## src/rtl/router_pkg.sv

```systemverilog
// Shared router definitions: widths, the illegal destination code, transmitter states
// and the header packing helper.
package router_pkg;

  localparam int DATA_W  = 8;
  localparam int LEN_W   = 6;
  localparam int ADDR_W  = 2;
  localparam int MAX_LEN = 63;

  localparam logic [ADDR_W-1:0] ADDR_ILLEGAL = 2'b11;

  typedef enum logic [2:0] {
    TX_IDLE    = 3'd0,
    TX_LOAD    = 3'd1,
    TX_HEADER  = 3'd2,
    TX_PAYLOAD = 3'd3,
    TX_PARITY  = 3'd4,
    TX_GAP     = 3'd5
  } tx_state_e;

  // The header byte carries the payload length above the destination port.
  function automatic logic [DATA_W-1:0] make_header(input logic [LEN_W-1:0]  len,
                                                    input logic [ADDR_W-1:0] addr);
    return {len, addr};
  endfunction

endpackage

```

## src/rtl/router_pkt_buf.sv

```systemverilog
// Payload store for one packet: written byte by byte while loading,
// read combinationally by the beat index while transmitting.
module router_pkt_buf
  import router_pkg::*;
(
  input  logic              clk,
  input  logic              wr_en_i,
  input  logic [LEN_W-1:0]  wr_addr_i,
  input  logic [DATA_W-1:0] wr_data_i,
  input  logic [LEN_W-1:0]  rd_addr_i,
  output logic [DATA_W-1:0] rd_data_o
);

  logic [DATA_W-1:0] mem_q [0:MAX_LEN];

  always_ff @(posedge clk) begin
    if (wr_en_i) begin
      mem_q[wr_addr_i] <= wr_data_i;
    end
  end

  assign rd_data_o = mem_q[rd_addr_i];

endmodule

```

## src/rtl/router_pkt_tx.sv

```systemverilog
// Packet transmitter feeding the 1x3 router: buffers a whole payload, then sends
// header, payload and parity, holding each beat while the router is busy.
module router_pkt_tx
  import router_pkg::*;
#(
  parameter int GAP_CYCLES = 1
) (
  input  logic              clk,
  input  logic              rst,
  input  logic              cmd_valid,
  output logic              cmd_ready,
  input  logic [ADDR_W-1:0] cmd_addr,
  input  logic [LEN_W-1:0]  cmd_len,
  input  logic              cmd_corrupt,
  output logic              cmd_err,
  input  logic              pl_valid,
  output logic              pl_ready,
  input  logic [DATA_W-1:0] pl_data,
  input  logic              busy,
  output logic [DATA_W-1:0] data_out,
  output logic              pkt_valid,
  output logic              tx_done
);

  localparam logic [3:0] GAP_LAST = 4'(GAP_CYCLES - 1);

  tx_state_e         state_q, state_d;
  logic [ADDR_W-1:0] addr_q, addr_d;
  logic [LEN_W-1:0]  len_q, len_d;
  logic [LEN_W-1:0]  cnt_q, cnt_d;
  logic [LEN_W-1:0]  idx_q, idx_d;
  logic              corrupt_q, corrupt_d;
  logic [DATA_W-1:0] par_q, par_d;
  logic [DATA_W-1:0] data_out_q, data_out_d;
  logic              pkt_valid_q, pkt_valid_d;
  logic              tx_done_q, tx_done_d;
  logic              cmd_err_q, cmd_err_d;
  logic [3:0]        gap_q, gap_d;

  logic              buf_wr_en;
  logic [DATA_W-1:0] buf_rd_data;
  logic [DATA_W-1:0] parity_byte;

  assign cmd_ready   = (state_q == TX_IDLE) && !rst;
  assign pl_ready    = (state_q == TX_LOAD) && (cnt_q < len_q) && !rst;
  assign buf_wr_en   = pl_valid && pl_ready;
  assign parity_byte = par_q ^ {DATA_W{corrupt_q}};

  assign data_out  = data_out_q;
  assign pkt_valid = pkt_valid_q;
  assign tx_done   = tx_done_q;
  assign cmd_err   = cmd_err_q;

  router_pkt_buf u_buf (
    .clk       (clk),
    .wr_en_i   (buf_wr_en),
    .wr_addr_i (cnt_q),
    .wr_data_i (pl_data),
    .rd_addr_i (idx_q),
    .rd_data_o (buf_rd_data)
  );

  always_comb begin
    state_d     = state_q;
    addr_d      = addr_q;
    len_d       = len_q;
    cnt_d       = cnt_q;
    idx_d       = idx_q;
    corrupt_d   = corrupt_q;
    par_d       = par_q;
    data_out_d  = data_out_q;
    pkt_valid_d = pkt_valid_q;
    tx_done_d   = 1'b0;
    cmd_err_d   = 1'b0;
    gap_d       = gap_q;

    case (state_q)
      TX_IDLE: begin
        if (cmd_valid) begin
          if (cmd_addr == ADDR_ILLEGAL) begin
            cmd_err_d = 1'b1;
          end else begin
            addr_d    = cmd_addr;
            len_d     = cmd_len;
            corrupt_d = cmd_corrupt;
            cnt_d     = '0;
            par_d     = make_header(cmd_len, cmd_addr);
            state_d   = TX_LOAD;
          end
        end
      end
      TX_LOAD: begin
        if (cnt_q == len_q) begin
          data_out_d  = make_header(len_q, addr_q);
          pkt_valid_d = 1'b1;
          idx_d       = '0;
          state_d     = TX_HEADER;
        end else if (buf_wr_en) begin
          par_d = par_q ^ pl_data;
          cnt_d = cnt_q + LEN_W'(1);
        end
      end
      // idx_q always points at the next buffer entry to put on the wire.
      TX_HEADER, TX_PAYLOAD: begin
        if (!busy) begin
          if (idx_q < len_q) begin
            data_out_d = buf_rd_data;
            idx_d      = idx_q + LEN_W'(1);
            state_d    = TX_PAYLOAD;
          end else begin
            data_out_d  = parity_byte;
            pkt_valid_d = 1'b0;
            state_d     = TX_PARITY;
          end
        end
      end
      TX_PARITY: begin
        if (!busy) begin
          data_out_d = '0;
          tx_done_d  = 1'b1;
          gap_d      = '0;
          state_d    = TX_GAP;
        end
      end
      TX_GAP: begin
        if (gap_q == GAP_LAST) begin
          state_d = TX_IDLE;
        end else begin
          gap_d = gap_q + 4'd1;
        end
      end
      default: begin
        state_d = TX_IDLE;
      end
    endcase
  end

  always_ff @(posedge clk) begin
    if (rst) begin
      state_q     <= TX_IDLE;
      addr_q      <= '0;
      len_q       <= '0;
      cnt_q       <= '0;
      idx_q       <= '0;
      corrupt_q   <= 1'b0;
      par_q       <= '0;
      data_out_q  <= '0;
      pkt_valid_q <= 1'b0;
      tx_done_q   <= 1'b0;
      cmd_err_q   <= 1'b0;
      gap_q       <= '0;
    end else begin
      state_q     <= state_d;
      addr_q      <= addr_d;
      len_q       <= len_d;
      cnt_q       <= cnt_d;
      idx_q       <= idx_d;
      corrupt_q   <= corrupt_d;
      par_q       <= par_d;
      data_out_q  <= data_out_d;
      pkt_valid_q <= pkt_valid_d;
      tx_done_q   <= tx_done_d;
      cmd_err_q   <= cmd_err_d;
      gap_q       <= gap_d;
    end
  end

endmodule

```

## config.mk

```make
export PLATFORM = sky130hd
export DESIGN_NAME = router_pkt_tx
export DESIGN_NICKNAME = d
export VERILOG_FILES = /design/src/rtl/router_pkg.sv /design/src/rtl/router_pkt_buf.sv /design/src/rtl/router_pkt_tx.sv
export SDC_FILE = /design/constraint.sdc
export NUM_CORES = 1
export LEC_CHECK = 0
export CORE_MARGIN = 2
export CORE_UTILIZATION = 40
export DETAILED_ROUTE_END_ITERATION = 10
export GPL_TIMING_DRIVEN = 0
export HOLD_SLACK_MARGIN = 0.03
export PLACE_DENSITY = 0.55
export SETUP_SLACK_MARGIN = 0.02
export SYNTH_ARGS = -nofsm -noshare
export SYNTH_HDL_FRONTEND = slang
export SYNTH_SLANG_ARGS = --single-unit
export TNS_END_PERCENT = 100
```

## constraint.sdc

```tcl
create_clock -name clk -period 2.97 [get_ports clk]
set_clock_uncertainty 0.15 [all_clocks]
set_input_delay 0.4455 -clock clk [delete_from_list [all_inputs] [get_ports clk]]
set_output_delay 0.4455 -clock clk [all_outputs]
set_load 0.01 [all_outputs]
```

==> metrics <==
fin area=0.0283 mm^2; ranking of synthesized cells by area=edfxtp_1, mux4_2, dfxtp_1; CTS Buf Count=58; Slew Limit Fails=0; Area after DPL=0.0244 mm^2; CTS H-tree lvls=2; Max Cap Viol=0; drt via density=5.76; Peak Freq=0.345 GHz; number of buffers added on ports=33; top-count cell post-synth=edfxtp_1; Syn Area/Cell=17.2 um^2; Tot GR Track Use=22.1%; Synth top area share=67.0%; largest net degree at the start of global routing=49; CP startpoint kind=register; Ys Warns=0; async set or reset register ratio after synthesis=0%; vias in the first global route=13200; Max transition margin=31.2%; crit-path max FO=10; share of the yosys chip area belonging to registers=71.6%; CP Capture Type=register; register bit count reported by yosys=565; Initial Utilization=40.6%; Mapped Cells=1333; Critical Path AT=3.29 ns; CTS Hold Bufs=0; GP Congestion=0.898; DIE HEIGHT=244 um; Worst-path clk slew=0.06 ns; drt total wl=65.7 mm; clk sink count=565; hpwl dp=43.2 mm; Synth cell types=58; io pins=35; period utilization=97.5%; CP required=3.36 ns; clk buf depth=3; die boundary width=244 um; outcome=completed; peak supply drop=0.524 mV; Final Setup Violations=0; Final ANT Viol Nets=0; flop2flop setup slack=0.07 ns; Hold Vio Cnt, Final=0; syn nets=1370; Post-synth EDFFs=512; GRT overflow=0; fin nets=1540; core area=0.0566 mm^2; layout cells sized above 1=29.5%; clock latency on the worst-skew pair=0.64 ns; vias after detailed routing=13300; most frequent cells after synthesis=edfxtp_1, nor2_1, mux4_2, mux2i_1, dfxtp_1; post-synth top area cell=edfxtp_1; RSZ-0062 raised after global routing=yes; Syn Std Cell Area=0.0230 mm^2; Hold WC Path Type=primary input to register; Syn-to-layout area delta=23.5%; DRC viols=0; CTS tree=done; FP Rows=87; DRT Pass-1 Iters=5; clock root buffer=clkbuf_16; Synth Flop Type=edfxtp_1; drt wl/cell=28.4 um; critical path type=register to register; Overall Power=19.8 mW; Final min period=2.90 ns; Hold WS=0.126 ns; First DRT Iteration DRCs=1542; first-pass GRT wire length=93.6 mm; actual slew at the worst max-slew pin=1.03 ns; pwr/cell area=699 mW/mm^2; Inserted Diodes=0; DIE AREA=0.0593 mm^2; initial antenna violation count=0; leakage=8.73 nW
[what timing repair did]
item / CTS / global route
setup buffers: 70 / 5
resized for setup: 252 / 52
pin swaps: 55 / 9
setup endpoints to repair: 527 / 398
[registers in the layout, indices dropped and copies added (netlist names), named ones only]
name and flops:
len_q 6, addr_q 2, par_q 8, cmd_err 1, corrupt_q 1, state_q 3, pkt_valid 1, cnt_q 6
data_out 8, u_buf.mem_q 512, idx_q 6, tx_done 1, gap_q 4
[critical path, cell delays in order (launching register included)]
cell and delay, ns:
dfxtp_2 0.44, buf_6 0.22, buf_4 0.29, buf_4 0.29, nand3b_1 0.30, o22ai_2 0.13
a2111oi_1 0.46, buf_2 0.27, a2111oi_2 0.07, nor4_1 0.17
[through the flow]
step	setup TNS, ns	instances	util [%]	setup slack (ns)
final	0	2308	50.1	0.0735
after CTS	-0.138	2306	49.7	-0.0869
after global placement	-663.69	2122	42.8	-1.26
after detailed placement	-412.02	2132	43.0	-1.22
after floorplan	0	1333	-	0.0119
after global routing	-0.249	2308	50.1	-0.0355
[logic make-up after synthesis]
group                      synth area share [%]
xor gates and xnor gates                  0.610
buffers and inverters                      1.95
AOI/OAI and AO/OA                          5.07
muxes                                      14.1
DFF                                        71.6
adders and majority gates                 0.818
and+or+nand+nor                            5.89
[layer usage]
layer	share of wire, %	global-route usage, %	routed length, um
met5	0	0	0
met4	3.3	7.53	2150
met3	7.7	4.44	5030
met2	47	34.9	30800
met1	42	30.6	27700
[placed cells by master (no fill, tap or decap), types with 6 or more instances in the layout]
| master | instances |
|---|---|
| nand2b_1 | 8 |
| xor2_1 | 6 |
| a31oi_1 | 6 |
| bufinv_16 | 7 |
| buf_4 | 44 |
| xnor2_1 | 10 |
| nor2_1 | 55 |
| nor2b_1 | 21 |
| a211oi_1 | 16 |
| clkinvlp_4 | 6 |
| buf_12 | 54 |
| buf_2 | 12 |
| clkbuf_1 | 32 |
| clkbuf_16 | 59 |
| a22oi_1 | 26 |
| inv_1 | 11 |
| nand4_1 | 11 |
| a22oi_2 | 6 |
| o21ai_0 | 15 |
| o21ai_1 | 8 |
| clkdlybuf4s50_1 | 24 |
| or3_1 | 6 |
| buf_1 | 7 |
| nor3b_1 | 10 |
| nor3_1 | 15 |
| nor2_4 | 66 |
| dfxtp_1 | 46 |
| clkinv_1 | 9 |
| ha_1 | 12 |
| edfxtp_1 | 512 |
| buf_6 | 12 |
| buf_8 | 10 |
| nand2_1 | 31 |
| mux4_2 | 105 |
| nand3_1 | 20 |
| clkbuf_2 | 7 |
| mux2i_1 | 81 |
| clkinv_2 | 10 |
| a21oi_1 | 43 |
[area by class of cell]
cell class / count / area, um^2
repair buffers: 118 / 1510
clock buffers: 72 / 1540
multi-input cells: 672 / 6810
inverters: 13 / 51.3
clock inverters: 37 / 394
well taps: 756 / 946
fillers: 4673 / 28300
flip-flops and latches: 565 / 16500
plain buffers: 75 / 657
[where the power goes]
group / internal [mW] / switching [mW] / total [mW]
combinational: 1.39 / 2.05 / 3.44
clock: 4.29 / 3.13 / 7.42
sequential: 8.82 / 0.129 / 8.95
[path summary, 6_finish.rpt]
kind / start / end / depth (start not counted)
worst max-delay path: register / data_out[1]$_SDFFE_PP0P_ / 9
worst min-delay path: pl_data[4] / u_buf.mem_q[54][4]$_DFFE_PP_ / 1
worst max register to register: register / data_out[1]$_SDFFE_PP0P_ / 9
worst min register to register: addr_q[0]$_SDFFE_PP0P_ / addr_q[0]$_SDFFE_PP0P_ / 2
No activity file was read; power rests on OpenSTA's default activity.
